$ cat src/rtl/compliance_pkg.sv
// Purpose: shared constants for the compliance RAM arbiter slice (default bus widths, host indices).
// Latency: n/a (types and constants only).
// Backpressure: n/a.
package compliance_pkg;

  localparam int DefaultAddrWidth = 32;
  localparam int DefaultDataWidth = 32;

  // Fixed host slots on the arbiter.
  localparam int HostCore     = 0;
  localparam int HostTestutil = 1;

  // Host ID width; a single bit even when only one host would fit.
  function automatic int id_width(input int nr_hosts);
    return (nr_hosts > 1) ? $clog2(nr_hosts) : 1;
  endfunction

endpackage

$ cat src/rtl/compliance_mem_arb_idfifo.sv
// Purpose: in-order FIFO of host IDs for granted-but-unanswered RAM requests.
// Latency: push visible at head the next cycle; pop takes effect at the clock edge.
// Backpressure: full/empty flags; a push while full or a pop while empty is ignored.
// Ports: clk_i/rst_ni clock and async active-low reset; push/push_id write side;
//        pop read side; full/empty status; head = oldest stored ID.
module compliance_mem_arb_idfifo #(
  parameter int Depth = 2,
  parameter int Width = 1
) (
  input  logic             clk_i,
  input  logic             rst_ni,
  input  logic             push,
  input  logic [Width-1:0] push_id,
  input  logic             pop,
  output logic             full,
  output logic             empty,
  output logic [Width-1:0] head
);

  localparam int PtrW = (Depth > 1) ? $clog2(Depth) : 1;
  localparam int CntW = $clog2(Depth + 1);

  logic [Width-1:0] mem [Depth];
  logic [PtrW-1:0]  wr_ptr;
  logic [PtrW-1:0]  rd_ptr;
  logic [CntW-1:0]  count;
  logic             do_push;
  logic             do_pop;

  // Pointers wrap at Depth, which need not be a power of two.
  function automatic logic [PtrW-1:0] ptr_inc(input logic [PtrW-1:0] p);
    return (p == PtrW'(Depth - 1)) ? '0 : p + PtrW'(1);
  endfunction

  assign full    = (count == CntW'(Depth));
  assign empty   = (count == '0);
  assign head    = mem[rd_ptr];
  assign do_push = push & ~full;
  assign do_pop  = pop & ~empty;

  always_ff @(posedge clk_i or negedge rst_ni) begin
    if (!rst_ni) begin
      wr_ptr <= '0;
      rd_ptr <= '0;
      count  <= '0;
    end else begin
      if (do_push) wr_ptr <= ptr_inc(wr_ptr);
      if (do_pop)  rd_ptr <= ptr_inc(rd_ptr);
      case ({do_push, do_pop})
        2'b10:   count <= count + CntW'(1);
        2'b01:   count <= count - CntW'(1);
        default: count <= count;
      endcase
    end
  end

  // Storage needs no reset: entries are only read once count says they are valid.
  always_ff @(posedge clk_i) begin
    if (do_push) mem[wr_ptr] <= push_id;
  end

endmodule

$ cat src/rtl/compliance_mem_arb.sv
// Purpose: round-robin arbiter of several bus hosts onto one single-port RAM, routing responses to their owner.
// Latency: request->grant combinational (0 cycles); response->host combinational, in grant order.
// Backpressure: a pending ungranted request is locked until dev_gnt_i; no requests while the owner FIFO is full.
// Ports: host_* per-host request side (packed, host 0 in LSBs), shared host_rdata_o;
//        dev_* single RAM device port; clk_i/rst_ni clock and async active-low reset.
module compliance_mem_arb
  import compliance_pkg::*;
#(
  parameter int NrHosts        = 2,
  parameter int MaxOutstanding = 2,
  parameter int AddrWidth      = DefaultAddrWidth,
  parameter int DataWidth      = DefaultDataWidth
) (
  input  logic                           clk_i,
  input  logic                           rst_ni,
  input  logic [NrHosts-1:0]             host_req_i,
  input  logic [NrHosts-1:0]             host_we_i,
  input  logic [NrHosts*AddrWidth-1:0]   host_addr_i,
  input  logic [NrHosts*DataWidth-1:0]   host_wdata_i,
  input  logic [NrHosts*DataWidth/8-1:0] host_be_i,
  output logic [NrHosts-1:0]             host_gnt_o,
  output logic [NrHosts-1:0]             host_rvalid_o,
  output logic [DataWidth-1:0]           host_rdata_o,
  output logic [NrHosts-1:0]             host_err_o,
  output logic                           dev_req_o,
  output logic                           dev_we_o,
  output logic [AddrWidth-1:0]           dev_addr_o,
  output logic [DataWidth-1:0]           dev_wdata_o,
  output logic [DataWidth/8-1:0]         dev_be_o,
  input  logic                           dev_gnt_i,
  input  logic                           dev_rvalid_i,
  input  logic [DataWidth-1:0]           dev_rdata_i,
  input  logic                           dev_err_i
);

  localparam int IdW = id_width(NrHosts);
  localparam int BeW = DataWidth / 8;

  logic [IdW-1:0] rr_next;     // first host examined by the next search
  logic [IdW-1:0] arb_sel;
  logic [IdW-1:0] sel;
  logic [IdW-1:0] lock_id;
  logic [IdW-1:0] fifo_head;
  logic           lock_vld;
  logic           arb_found;
  logic           fifo_full;
  logic           fifo_empty;
  logic           accept;
  logic           resp_vld;
  int unsigned    cand;

  // Round-robin search starting just after the most recently granted host.
  always_comb begin
    arb_sel   = rr_next;
    arb_found = 1'b0;
    cand      = 0;
    for (int k = 0; k < NrHosts; k++) begin
      cand = (32'(rr_next) + 32'(k)) % 32'(NrHosts);
      if (!arb_found && host_req_i[IdW'(cand)]) begin
        arb_sel   = IdW'(cand);
        arb_found = 1'b1;
      end
    end
  end

  // A refused request keeps its host selected so the RAM sees stable fields until it grants.
  assign sel = lock_vld ? lock_id : arb_sel;

  assign dev_req_o   = (|host_req_i) & ~fifo_full;
  assign accept      = dev_req_o & dev_gnt_i;
  assign dev_we_o    = host_we_i[sel];
  assign dev_addr_o  = host_addr_i[sel*AddrWidth +: AddrWidth];
  assign dev_wdata_o = host_wdata_i[sel*DataWidth +: DataWidth];
  assign dev_be_o    = host_be_i[sel*BeW +: BeW];

  // A response with no owner on record is dropped rather than routed to a stale head.
  assign resp_vld     = dev_rvalid_i & ~fifo_empty;
  assign host_rdata_o = dev_rdata_i;

  always_comb begin
    host_gnt_o            = '0;
    host_rvalid_o         = '0;
    host_err_o            = '0;
    host_gnt_o[sel]       = accept;
    host_rvalid_o[fifo_head] = resp_vld;
    host_err_o[fifo_head]    = resp_vld & dev_err_i;
  end

  always_ff @(posedge clk_i or negedge rst_ni) begin
    if (!rst_ni) begin
      rr_next  <= '0;
      lock_vld <= 1'b0;
      lock_id  <= '0;
    end else if (accept) begin
      rr_next  <= (sel == IdW'(NrHosts - 1)) ? '0 : sel + IdW'(1);
      lock_vld <= 1'b0;
    end else if (dev_req_o) begin
      lock_vld <= 1'b1;
      lock_id  <= sel;
    end
  end

  compliance_mem_arb_idfifo #(
    .Depth (MaxOutstanding),
    .Width (IdW)
  ) u_idfifo (
    .clk_i   (clk_i),
    .rst_ni  (rst_ni),
    .push    (accept),
    .push_id (sel),
    .pop     (dev_rvalid_i),
    .full    (fifo_full),
    .empty   (fifo_empty),
    .head    (fifo_head)
  );

  for (genvar i = 0; i < NrHosts; i++) begin : g_req_hold
    a_req_hold: assert property (@(posedge clk_i) disable iff (!rst_ni)
      (host_req_i[i] && !host_gnt_o[i]) |=> host_req_i[i]);
  end

  a_gnt_onehot:    assert property (@(posedge clk_i) disable iff (!rst_ni) $onehot0(host_gnt_o));
  a_rvalid_onehot: assert property (@(posedge clk_i) disable iff (!rst_ni) $onehot0(host_rvalid_o));
  a_no_empty_pop:  assert property (@(posedge clk_i) disable iff (!rst_ni) dev_rvalid_i |-> !fifo_empty);

endmodule
$ cat config.mk
export PLATFORM = sky130hd
export DESIGN_NAME = compliance_mem_arb
export DESIGN_NICKNAME = d
export VERILOG_FILES = /design/src/rtl/compliance_pkg.sv /design/src/rtl/compliance_mem_arb_idfifo.sv /design/src/rtl/compliance_mem_arb.sv
export SDC_FILE = /design/constraint.sdc
export NUM_CORES = 1
export LEC_CHECK = 0
export ABC_AREA = 1
export BUFFER_PORTS_ARGS = -buffer_cell sky130_fd_sc_hd__buf_2
export CELL_PAD_IN_SITES_DETAIL_PLACEMENT = 1
export CELL_PAD_IN_SITES_GLOBAL_PLACEMENT = 1
export CORE_MARGIN = 1.5
export CORE_UTILIZATION = 21
export DETAILED_ROUTE_END_ITERATION = 8
export GPL_TIMING_DRIVEN = 0
export PLACE_DENSITY = 0.78
export SETUP_SLACK_MARGIN = 0.3
export SLEW_MARGIN = 5
export SYNTH_ARGS = -nofsm -noshare
export SYNTH_HDL_FRONTEND = slang
export SYNTH_SLANG_ARGS = --single-unit
$ cat constraint.sdc
create_clock -name clk_i -period 2 [get_ports clk_i]
set_input_delay 0.4 -clock clk_i [delete_from_list [all_inputs] [get_ports clk_i]]
set_output_delay 0.4 -clock clk_i [all_outputs]
set_load 0.03 [all_outputs]
# Word level (Yosys, flattened, before mapping)
# Memory sizes are Yosys's and may differ from the RTL's.
# Cells that the tools add are included.
dict set report op_classes {
  addsub 6
  n_lt_le_gt_ge 6
  n_eq_ne 3
  shift 3
  muxes 21
  bitwise_logic 11
  reduce_logical 9
}
# operator count
set ops {}
lappend ops {{64-bit by 7-bit indexed part select with 32-bit output} 2}
lappend ops {{1-bit 2-to-1 mux} 18}
lappend ops {{1-bit by 2-bit less-than comparator with 1-bit output (second input constant)} 4}
lappend ops {{8-bit by 4-bit indexed part select with 4-bit output} 1}
lappend ops {{2-bit AND} 3}
lappend ops {{1-bit AND} 5}
lappend ops {{1-bit adder (second input constant)} 4}
lappend ops {{2-bit equality test (second input constant)} 2}
lappend ops {{2-bit one-hot mux with 2 select lines} 1}
lappend ops {{2-bit nonzero test} 2}
lappend ops {{1-bit logical AND} 3}
lappend ops {{1-bit inverter} 3}
lappend ops {{2-bit by 1-bit adder with 2-bit output (second input constant)} 1}
lappend ops {{1-bit demux with 1-bit select} 2}
lappend ops {{2-bit by 1-bit equality test with 1-bit output (second input constant)} 1}
lappend ops {{1-bit greater-or-equal comparator (second input constant)} 2}
lappend ops {{2-bit logical NOT} 1}
lappend ops {{2-bit AND reduction} 1}
lappend ops {{2-bit OR reduction} 1}
lappend ops {{2-bit by 1-bit subtractor with 2-bit output (second input constant)} 1}
lappend ops {{1-bit logical NOT} 1}
dict set report word_totals {
  regBits 7
  ramBits 2
  wordCells 66
  n_memories 1
}
# memory words word_bits rd rd_clocked_by_memory_dff wr line_no
set memory_table {}
lappend memory_table {u_idfifo.mem 2 1 1 0 1 compliance_mem_arb_idfifo.sv:23} ;# logic [Width-1:0] mem [Depth];

# Depth between registers and ports, before layout
# Gate-level depths: netlist of run 1.
dict set report logic_depth {
  word_depth 12
  depth_mapped 9
}

# By module
# Synthesis of run 1 repeated with hierarchy kept, for this count alone.
dict set report unflattened {
  hier_cells 335
  area_unflattened_um2 2556.2
}
# module instances cells_each area_each_um2 seq_area_each_um2
set modules_own_cells {}
lappend modules_own_cells {compliance_mem_arb 1 297 2243.4 75.1}
lappend modules_own_cells {compliance_mem_arb_idfifo 1 38 312.8 160.2}

# Least setup slack after synthesis of run 1
# OpenSTA, ideal clock, no wires.
dict set report synth_timing {
  path_type {input to output}
  startpoint {in host_req_i[1]}
  endpoint {out host_gnt_o[1]}
  arrival_ns 1.351
  required_time_ns 1.600
  path_slack_ns 0.249
  cell_stages 5
  n_path_buf 1
  cell_sequence {inv_2 -> a21oi_2 -> nand2_4 -> buf_2 -> a21oi_1}
}
dict set report synth_between {
  elab_chain_len 12
  elab_cells_between_ends 18
  classes_between {order compare (2); mux (9); bitwise (3); reduce/logical (4)}
}
# element line_no
set synth_lines {}
lappend synth_lines {{from (decl)} compliance_mem_arb.sv:16} ;# input logic [NrHosts-1:0] host_req_i,
lappend synth_lines {{1-bit 2-to-1 mux (not written as such) (2 in series)} compliance_mem_arb.sv:59} ;# if (!arb_found && host_req_i[IdW'(cand)]) begin
lappend synth_lines {{1-bit 2-to-1 mux} compliance_mem_arb.sv:59}
lappend synth_lines {{1-bit logical NOT} compliance_mem_arb.sv:59}
lappend synth_lines {{1-bit logical AND} compliance_mem_arb.sv:59}
lappend synth_lines {{1-bit 2-to-1 mux} compliance_mem_arb.sv:59}
lappend synth_lines {{1-bit 2-to-1 mux} compliance_mem_arb.sv:67} ;# assign sel = lock_vld ? lock_id : arb_sel;
lappend synth_lines {{1-bit by 2-bit less-than comparator with 1-bit output (not written as such) or 1-bit greater-or-equal comparator (tied branches)} compliance_mem_arb.sv:84} ;# host_gnt_o[sel] = accept;
lappend synth_lines {{1-bit logical AND (not written as such)} compliance_mem_arb.sv:84}
lappend synth_lines {{1-bit 2-to-1 mux (not written as such)} compliance_mem_arb.sv:84}
lappend synth_lines {{1-bit demux with 1-bit select} compliance_mem_arb.sv:84}
lappend synth_lines {{2-bit AND (no line) (*)} --}
lappend synth_lines {{to (decl)} compliance_mem_arb.sv:21} ;# output logic [NrHosts-1:0] host_gnt_o,
# Every way passes the cells marked *; elsewhere a longest branch is shown, timed or not. The select of a mux whose other input is x is not followed.

# Final worst setup path of run 1
dict set report layout_timing {
  startpoint {reg lock_vld}
  endpoint {out dev_addr_o[10]}
}
dict set report layout_between {
  elab_chain_len 2
}
# element line_no
set layout_lines {}
lappend layout_lines {{from (decl)} compliance_mem_arb.sv:44} ;# logic lock_vld;
lappend layout_lines {{from (signal assigned)} compliance_mem_arb.sv:92} ;# lock_vld <= 1'b0;
lappend layout_lines {{from (signal assigned)} compliance_mem_arb.sv:96} ;# lock_vld <= 1'b0;
lappend layout_lines {{from (signal assigned)} compliance_mem_arb.sv:98} ;# lock_vld <= 1'b1;
lappend layout_lines {{1-bit 2-to-1 mux} compliance_mem_arb.sv:67}
lappend layout_lines {{64-bit by 7-bit indexed part select with 32-bit output} compliance_mem_arb.sv:72} ;# assign dev_addr_o = host_addr_i[sel*AddrWidth +: AddrWidth];
lappend layout_lines {{to (decl)} compliance_mem_arb.sv:27} ;# output logic [AddrWidth-1:0] dev_addr_o,
# Every way passes these cells.

==> flow_summary_export.csv, run 1 <==
group,metric,value,unit
drt,drt_iter0_drc,75,
placed_design,io_buffers,252,
power,irDropWorstVdd,900.3,uV
synth,yosysTopAreaCell,"nand2_4",
run_status,violations,"hold timing",
worst_hold_path,hold_class,"in2async",
timing,maxSlewHeadroom,0.7916,
synth,yosysSeqAreaShare,0.09509,
grt,use_met3,0.03702,
grt,grt_usage,0.1607,
grt,use_met1,0.1551,
setup_path,rr_worst_depth,6,
drt,drt-total-wl,11.22,mm
setup_path,cp_common_cell,"nand2_4",
run_status,status,"finished, violations left",
drt,viasPerCell,4.280,
final_layout,design_area,0.004987,mm^2
setup_path,critPathArrivalTime,1590,ps
setup_path,r2r-start,"u_idfifo.count[1]$_DFFE_PN0P_",
timing,max_freq,503.3,MHz
placed_design,place_ws,2.778,ps
setup_path,end_kind,"primary output",
grt,grt_max_degree,11,
clocking,clock_sinks,9,
timing,clock_skew,0.4053,ps
synth,synth-seq-cells,9,
grt,grt.busiest_layer,"met2",
synth,synth.avg_cell_area,7.730,um^2
drt,vias,3180,
synth,yosysWarnings,0,
setup_path,max_stage_delay,400,ps
setup_path,required,1600,ps
timing,fin_ws,13.15,ps
placed_design,place.gp.congestion,0.7716,
setup_path,critPathKind,"reg2out",
floorplanning,rows,39,
final_layout,nNetsFinal,779,
floorplanning,start_util,0.2157,
synth,syn_inst,320,
floorplanning,die_area,0.01244,mm^2
floorplanning,io_pins,285,
grt,grt_pass1_wl,16.56,mm
timing,hold_viol,7,
timing,holdWs,-3.117,ps
clocking,clk_pin_slew_worst_paths,40,ps
grt,overflow,0,
grt,grt_pass1_vias,3438,
clocking,cts_hold_buf,0,
run,maxCapViolCount,0,
power,p_leak,2.994,nW
clocking,cts_tree,"done",
timing,tightest_slew,312.6,ps
synth,synth.top_cell.area_share,0.3187,
timing,grt_setup_unrepaired,"true",
placed_design,place_hpwl,8.452,mm
drt,drc,0,
synth,yosysUniqueCellTypes,24,
floorplanning,coreArea,0.01147,mm^2
clocking,cts_made_buffers,3,
timing,period_share,0.9934,
timing,fin_crit,1987,ps
synth,syn-num-nets,498,
timing,setup_violations,0,
final_layout,drive_gt1_frac,0.8183,
grt,use_met2,0.3395,
clocking,cts-root-buf,"clkbuf_16",
synth,synthTopCellsByArea,"nand2_4 32%, nand2_2 15%, nand3_1 14%",
final_layout,diodes,0,
floorplanning,die_w,111.5,um
setup_path,crit_path_start_kind,"flip-flop",
clocking,worstSkewPairLatency,230,ps
clocking,cts_max_path_buffers,2,
clocking,cts_max_level,1,
final_layout,syn_to_final_growth,101.6,%
final_layout,final_cell_mix,"181 x buf_2, 75 x nand2_4, 72 x buf_6, 66 x nand2_2, 63 x nand3_1",
setup_path,worstPathCellList,"a21oi_2, nand2_4, nand2_8, buf_12, clkbuf_16, nand2_4, nand2_2, buf_6",
setup_path,crit_path_top_delay_cell,"dfrtp_1",
placed_design,place_area,0.003918,mm^2
drt,postRouteAntennaNets,0,
timing,slew_viol_final,0,
floorplanning,die_h,111.5,um
power,powerDensity,1790,mW/mm^2
drt,first_pass_iters,4,
setup_path,cp-startpoint,"lock_vld$_DFFE_PN0P_",
grt,antenna_found_initial,0,
setup_path,crit_fanout,6,
final_layout,final_common_cell,"buf_2",
drt,avgRoutedWirePerCell,15.09,um
synth,syn_area,0.002474,mm^2
[worst paths after layout]
kind | to | slack (ps)
setup reg to reg | u_idfifo.count[1]$_DFFE_PN0P_ | 430
hold / removal | u_idfifo.count[1]$_DFFE_PN0P_ | -3
setup / recovery | dev_addr_o[10] | 10
hold reg to reg | rr_next$_DFFE_PN0P_ | 480
min in group clk_i | lock_id$_DFFE_PN0P_ | 460
max in group asynchronous | u_idfifo.count[0]$_DFFE_PN0P_ | 1840
[registers in the layout, summed over array words and instances, names as in the netlist]
signal / flops
u_idfifo.rd_ptr: 1
rr_next: 1
lock_id: 1
u_idfifo.wr_ptr: 1
u_idfifo.mem: 2
lock_vld: 1
u_idfifo.count: 2
[cell type report]
class	instances	area, um^2
fill	1383	6480
sequential	9	235.2
timing repair buffer	275	2056
multi-input combinational	246	1891
clock buffer	4	78.83
inverter	13	48.80
buffer	53	499.2
tap	143	178.9
[worst max-delay path, delay by kind of cell (launching register included)]
kind	cells	cell delay (ps)
AOI/OAI and AO/OA	1	160
buffers and inverters	3	460
DFF	1	400
and+or+nand+nor	4	330
[cells by family after synthesis]
group / synth area share
flops: 0.09510
fa+ha+maj: 0.005057
compound gates: 0.01163
xor+xnor: 0.01417
buf+inv: 0.1983
simple gates: 0.6758
[cells in the mapped netlist (all sizes together)]
library cell  number
nor3               2
xor2               2
clkbuf             7
o21ai              2
nor2               8
inv               13
nand3             70
dfrtp              7
buf               46
nand2            154
xnor2              2
a21oi              3
edfxtp             2
or2                1
ha                 1
[power breakdown]
group | switching (mW) | internal [mW]
combinational | 4.51 | 3.70
sequential | 0.0846 | 0.284
clock | 0.0877 | 0.267
[per-layer routing]
| metal | up-vias | part of all wire |
|---|---|---|
| met5 | - | 0 |
| met4 | 0 | 0.015 |
| met3 | 12 | 0.079 |
| met2 | 176 | 0.56 |
| met1 | 1450 | 0.34 |
| li1 | 1542 | - |
[per-stage QoR]
stage / instances / setup TNS [ps] / util / power (mW) / hold WS (ps)
floorplan: 320 / 0 / - / 4.832 / 104.4
global placement: 715 / 0 / 0.3416 / 6.163 / 239.4
detailed placement: 715 / 0 / 0.3416 / 6.302 / 244.4
CTS: 733 / -283.5 / 0.4112 / 8.362 / 0.7637
global route: 743 / -1376 / 0.4349 / 9.421 / 2.021
finish: 743 / 0 / 0.4349 / 8.929 / -3.117
[repair_timing]
| item | in CTS | in global routing |
|---|---|---|
| setup endpoints to repair | 76 | 74 |
| cloned | 3 | 5 |
| pin swaps | 5 | 5 |
| resized for setup | 166 | 34 |
| setup buffers | 11 | 5 |
Power figures use the tool's default switching activity.
==> inputs of run 2 (changes only) <==
--- a/config.mk
+++ b/config.mk
@@ -7,13 +7,12 @@
 export LEC_CHECK = 0
 export ABC_AREA = 1
 export BUFFER_PORTS_ARGS = -buffer_cell sky130_fd_sc_hd__buf_2
-export CELL_PAD_IN_SITES_DETAIL_PLACEMENT = 1
-export CELL_PAD_IN_SITES_GLOBAL_PLACEMENT = 1
-export CORE_MARGIN = 1.5
-export CORE_UTILIZATION = 21
+export CORE_AREA = 2 2 110 112
+export CTS_BUF_LIST = sky130_fd_sc_hd__clkbuf_4
 export DETAILED_ROUTE_END_ITERATION = 8
+export DIE_AREA = 0 0 112 114
 export GPL_TIMING_DRIVEN = 0
-export PLACE_DENSITY = 0.78
+export PLACE_DENSITY = 0.53
 export SETUP_SLACK_MARGIN = 0.3
 export SLEW_MARGIN = 5
 export SYNTH_ARGS = -nofsm -noshare
==> run 2 against run 1 <==
Against the previous run:
- the flow finishes with violations (setup timing)
- via count decreased by 1.6%
- combinational power decreased by 0.7%
- non-clock buffer count decreased by 3
- worst setup slack got worse by 48 ps
- sequential share of layout area decreased by 0.15 points
- global-route usage decreased by 2.7 points
- die area increased by 2.6%
- critical path depth unchanged
- critical path type unchanged
- largest power group unchanged
- design area increased by 3.8%
- fmax decreased by 2.3%
- clock power decreased by 57%
- sequential power increased by 4%
==> flow_summary_export.csv, run 2 (synthesized netlist as in run 1, its figures left out) <==
group,metric,value,unit
timing,maxSlewHeadroom,0.7452,
run_status,violations,"setup timing",
final_layout,design_area,0.005176,mm^2
clocking,worstSkewPairLatency,260,ps
timing,clock_skew,3.041,ps
clocking,clock_sinks,9,
floorplanning,coreArea,0.01171,mm^2
timing,period_share,1.017,
placed_design,io_buffers,252,
drt,viasPerCell,4.199,
setup_path,crit_buf_inv,3,
clocking,cts_made_buffers,3,
timing,fin_ws,-34.55,ps
timing,setup_violations,8,
setup_path,rr_worst_depth,7,
timing,hold_viol,0,
grt,antenna_found_initial,0,
floorplanning,die_area,0.01277,mm^2
clocking,cts_max_level,1,
timing,tightest_slew,382.2,ps
drt,first_pass_iters,4,
run,maxCapViolCount,0,
clocking,cts_max_path_buffers,2,
setup_path,critPathKind,"reg2out",
placed_design,place_inst,719,
setup_path,end_kind,"primary output",
setup_path,critPathArrivalTime,1630,ps
grt,grt_pass1_wl,14.11,mm
timing,grt_setup_unrepaired,"true",
drt,drt-total-wl,10.02,mm
grt,overflow,0,
timing,tns,-163.8,ps
drt,drc,0,
setup_path,crit_fanout,5,
final_layout,nNetsFinal,777,
drt,drt_iter0_drc,49,
setup_path,worstPathCellList,"a21oi_4, nand2_8, nand2_8, buf_12, buf_16, nand2_4, nand2_2, buf_6",
worst_hold_path,hold_class,"in2reg",
placed_design,place_area,0.003923,mm^2
worst_hold_path,whs_path_depth,4,
placed_design,place_hpwl,7.419,mm
power,powerDensity,1677,mW/mm^2
final_layout,reg_top3,"u_idfifo.count: 2 flops, u_idfifo.mem: 2 flops",
setup_path,crit_path_start_kind,"flip-flop",
drt,postRouteAntennaNets,0,
setup_path,crit_path_top_delay_cell,"dfrtp_2",
final_layout,final_util,0.4420,
floorplanning,rows,40,
drt,avgRoutedWirePerCell,13.45,um
clocking,clk_pin_slew_worst_paths,60,ps
setup_path,required,1600,ps
placed_design,place_ws,4.356,ps
grt,grt_max_degree,12,
setup_path,cp_top_family,"flip-flops",
setup_path,cp_common_cell,"nand2_8",
grt,grt_usage,0.1336,
clocking,cts-root-buf,"clkbuf_4",
final_layout,syn_to_final_growth,109.3,%
final_layout,diodes,0,
final_layout,final_common_cell,"buf_2",
grt,grt_pass1_vias,2928,
placed_design,place.gp.congestion,0.7724,
drt,vias,3128,
floorplanning,die_w,112,um
floorplanning,start_util,0.2112,
timing,max_freq,491.5,MHz
power,irDropWorstVdd,1074,uV
clocking,cts_tree,"done",
setup_path,max_stage_delay,440,ps
final_layout,drive_gt1_frac,0.9013,
floorplanning,die_h,114,um
timing,fin_crit,2035,ps
final_layout,final_cell_mix,"178 x buf_2, 75 x nand2_4, 73 x buf_6, 68 x nand2_2, 50 x buf_4",
run_status,status,"finished, violations left",
power,p_leak,3.055,nW
timing,slew_viol_final,0,
floorplanning,io_pins,285,
final_layout,fin_cells,745,
setup_path,cp.depth,8,
==> run 2: changes by cell type in the layout (fill, tap and decap cells not counted), sizes merged <==
cell         previous run  this run
dlygate4sd3             0         1
nand2                 155       156
clkbuf                 15        12
bufbuf                  1         0
==> run 2: worst reg2reg max path: stages (launching register included) <==
cell and delay (ps):
dfrtp_1 410, buf_6 130, o21ai_4 220, inv_1 120, ha_4 250, a21oi_1 110
nand2_1 70, xnor2_1 120
==> run 2: worst paths after layout <==
path | from | to | slack [ps]
max | lock_vld$_DFFE_PN0P_ | dev_be_o[2] | -30
min | dev_gnt_i | lock_id$_DFFE_PN0P_ | 410
max reg2reg | u_idfifo.count[0]$_DFFE_PN0P_ | u_idfifo.count[1]$_DFFE_PN0P_ | 450
min reg2reg | u_idfifo.wr_ptr$_DFFE_PN0P_ | u_idfifo.wr_ptr$_DFFE_PN0P_ | 500
max in group asynchronous | rst_ni | lock_vld$_DFFE_PN0P_ | 1320
min in group asynchronous | rst_ni | u_idfifo.count[0]$_DFFE_PN0P_ | 510
==> run 2: per-layer routing <==
metal	wire length, um	share of wire	up-vias	GRT usage
li1	-	-	1544	-
met1	3629	0.36	1409	0.1595
met2	5466	0.55	169	0.2562
met3	859	0.086	6	0.02232
met4	63	0.0063	0	0.01951
met5	0	0	-	0
==> run 2: final cells by class <==
cell class,count,area (um^2)
tap,147,183.9
buffer,53,539.3
clock buffer,4,30.03
multi-input combinational,247,2181
inverter,13,48.80
sequential,9,236.5
timing repair buffer,272,1957
fill,1125,6535
==> run 2: repair_timing <==
action | CTS | global route
hold endpoints to repair | 7 | 0
setup endpoints to repair | 75 | 74
gates cloned | 3 | 2
pin swaps | 3 | 13
gates resized for setup | 136 | 162
setup buffers | 8 | 8
hold buffers | 1 | 0
==> run 2: power breakdown <==
group	internal, mW	total (mW)	switching [mW]
Sequential	0.285	0.383	0.0981
Clock	0.0903	0.152	0.0614
Combinational	3.55	8.15	4.60
==> run 2: stage by stage <==
step,hold slack (ps),total power [mW]
2_1_floorplan,104.4,4.832
3_3_place_gp,239.8,6.193
3_5_place_dp,244.8,6.245
4_1_cts,408.7,7.692
5_1_grt,461.7,9.209
6_report,412.9,8.680
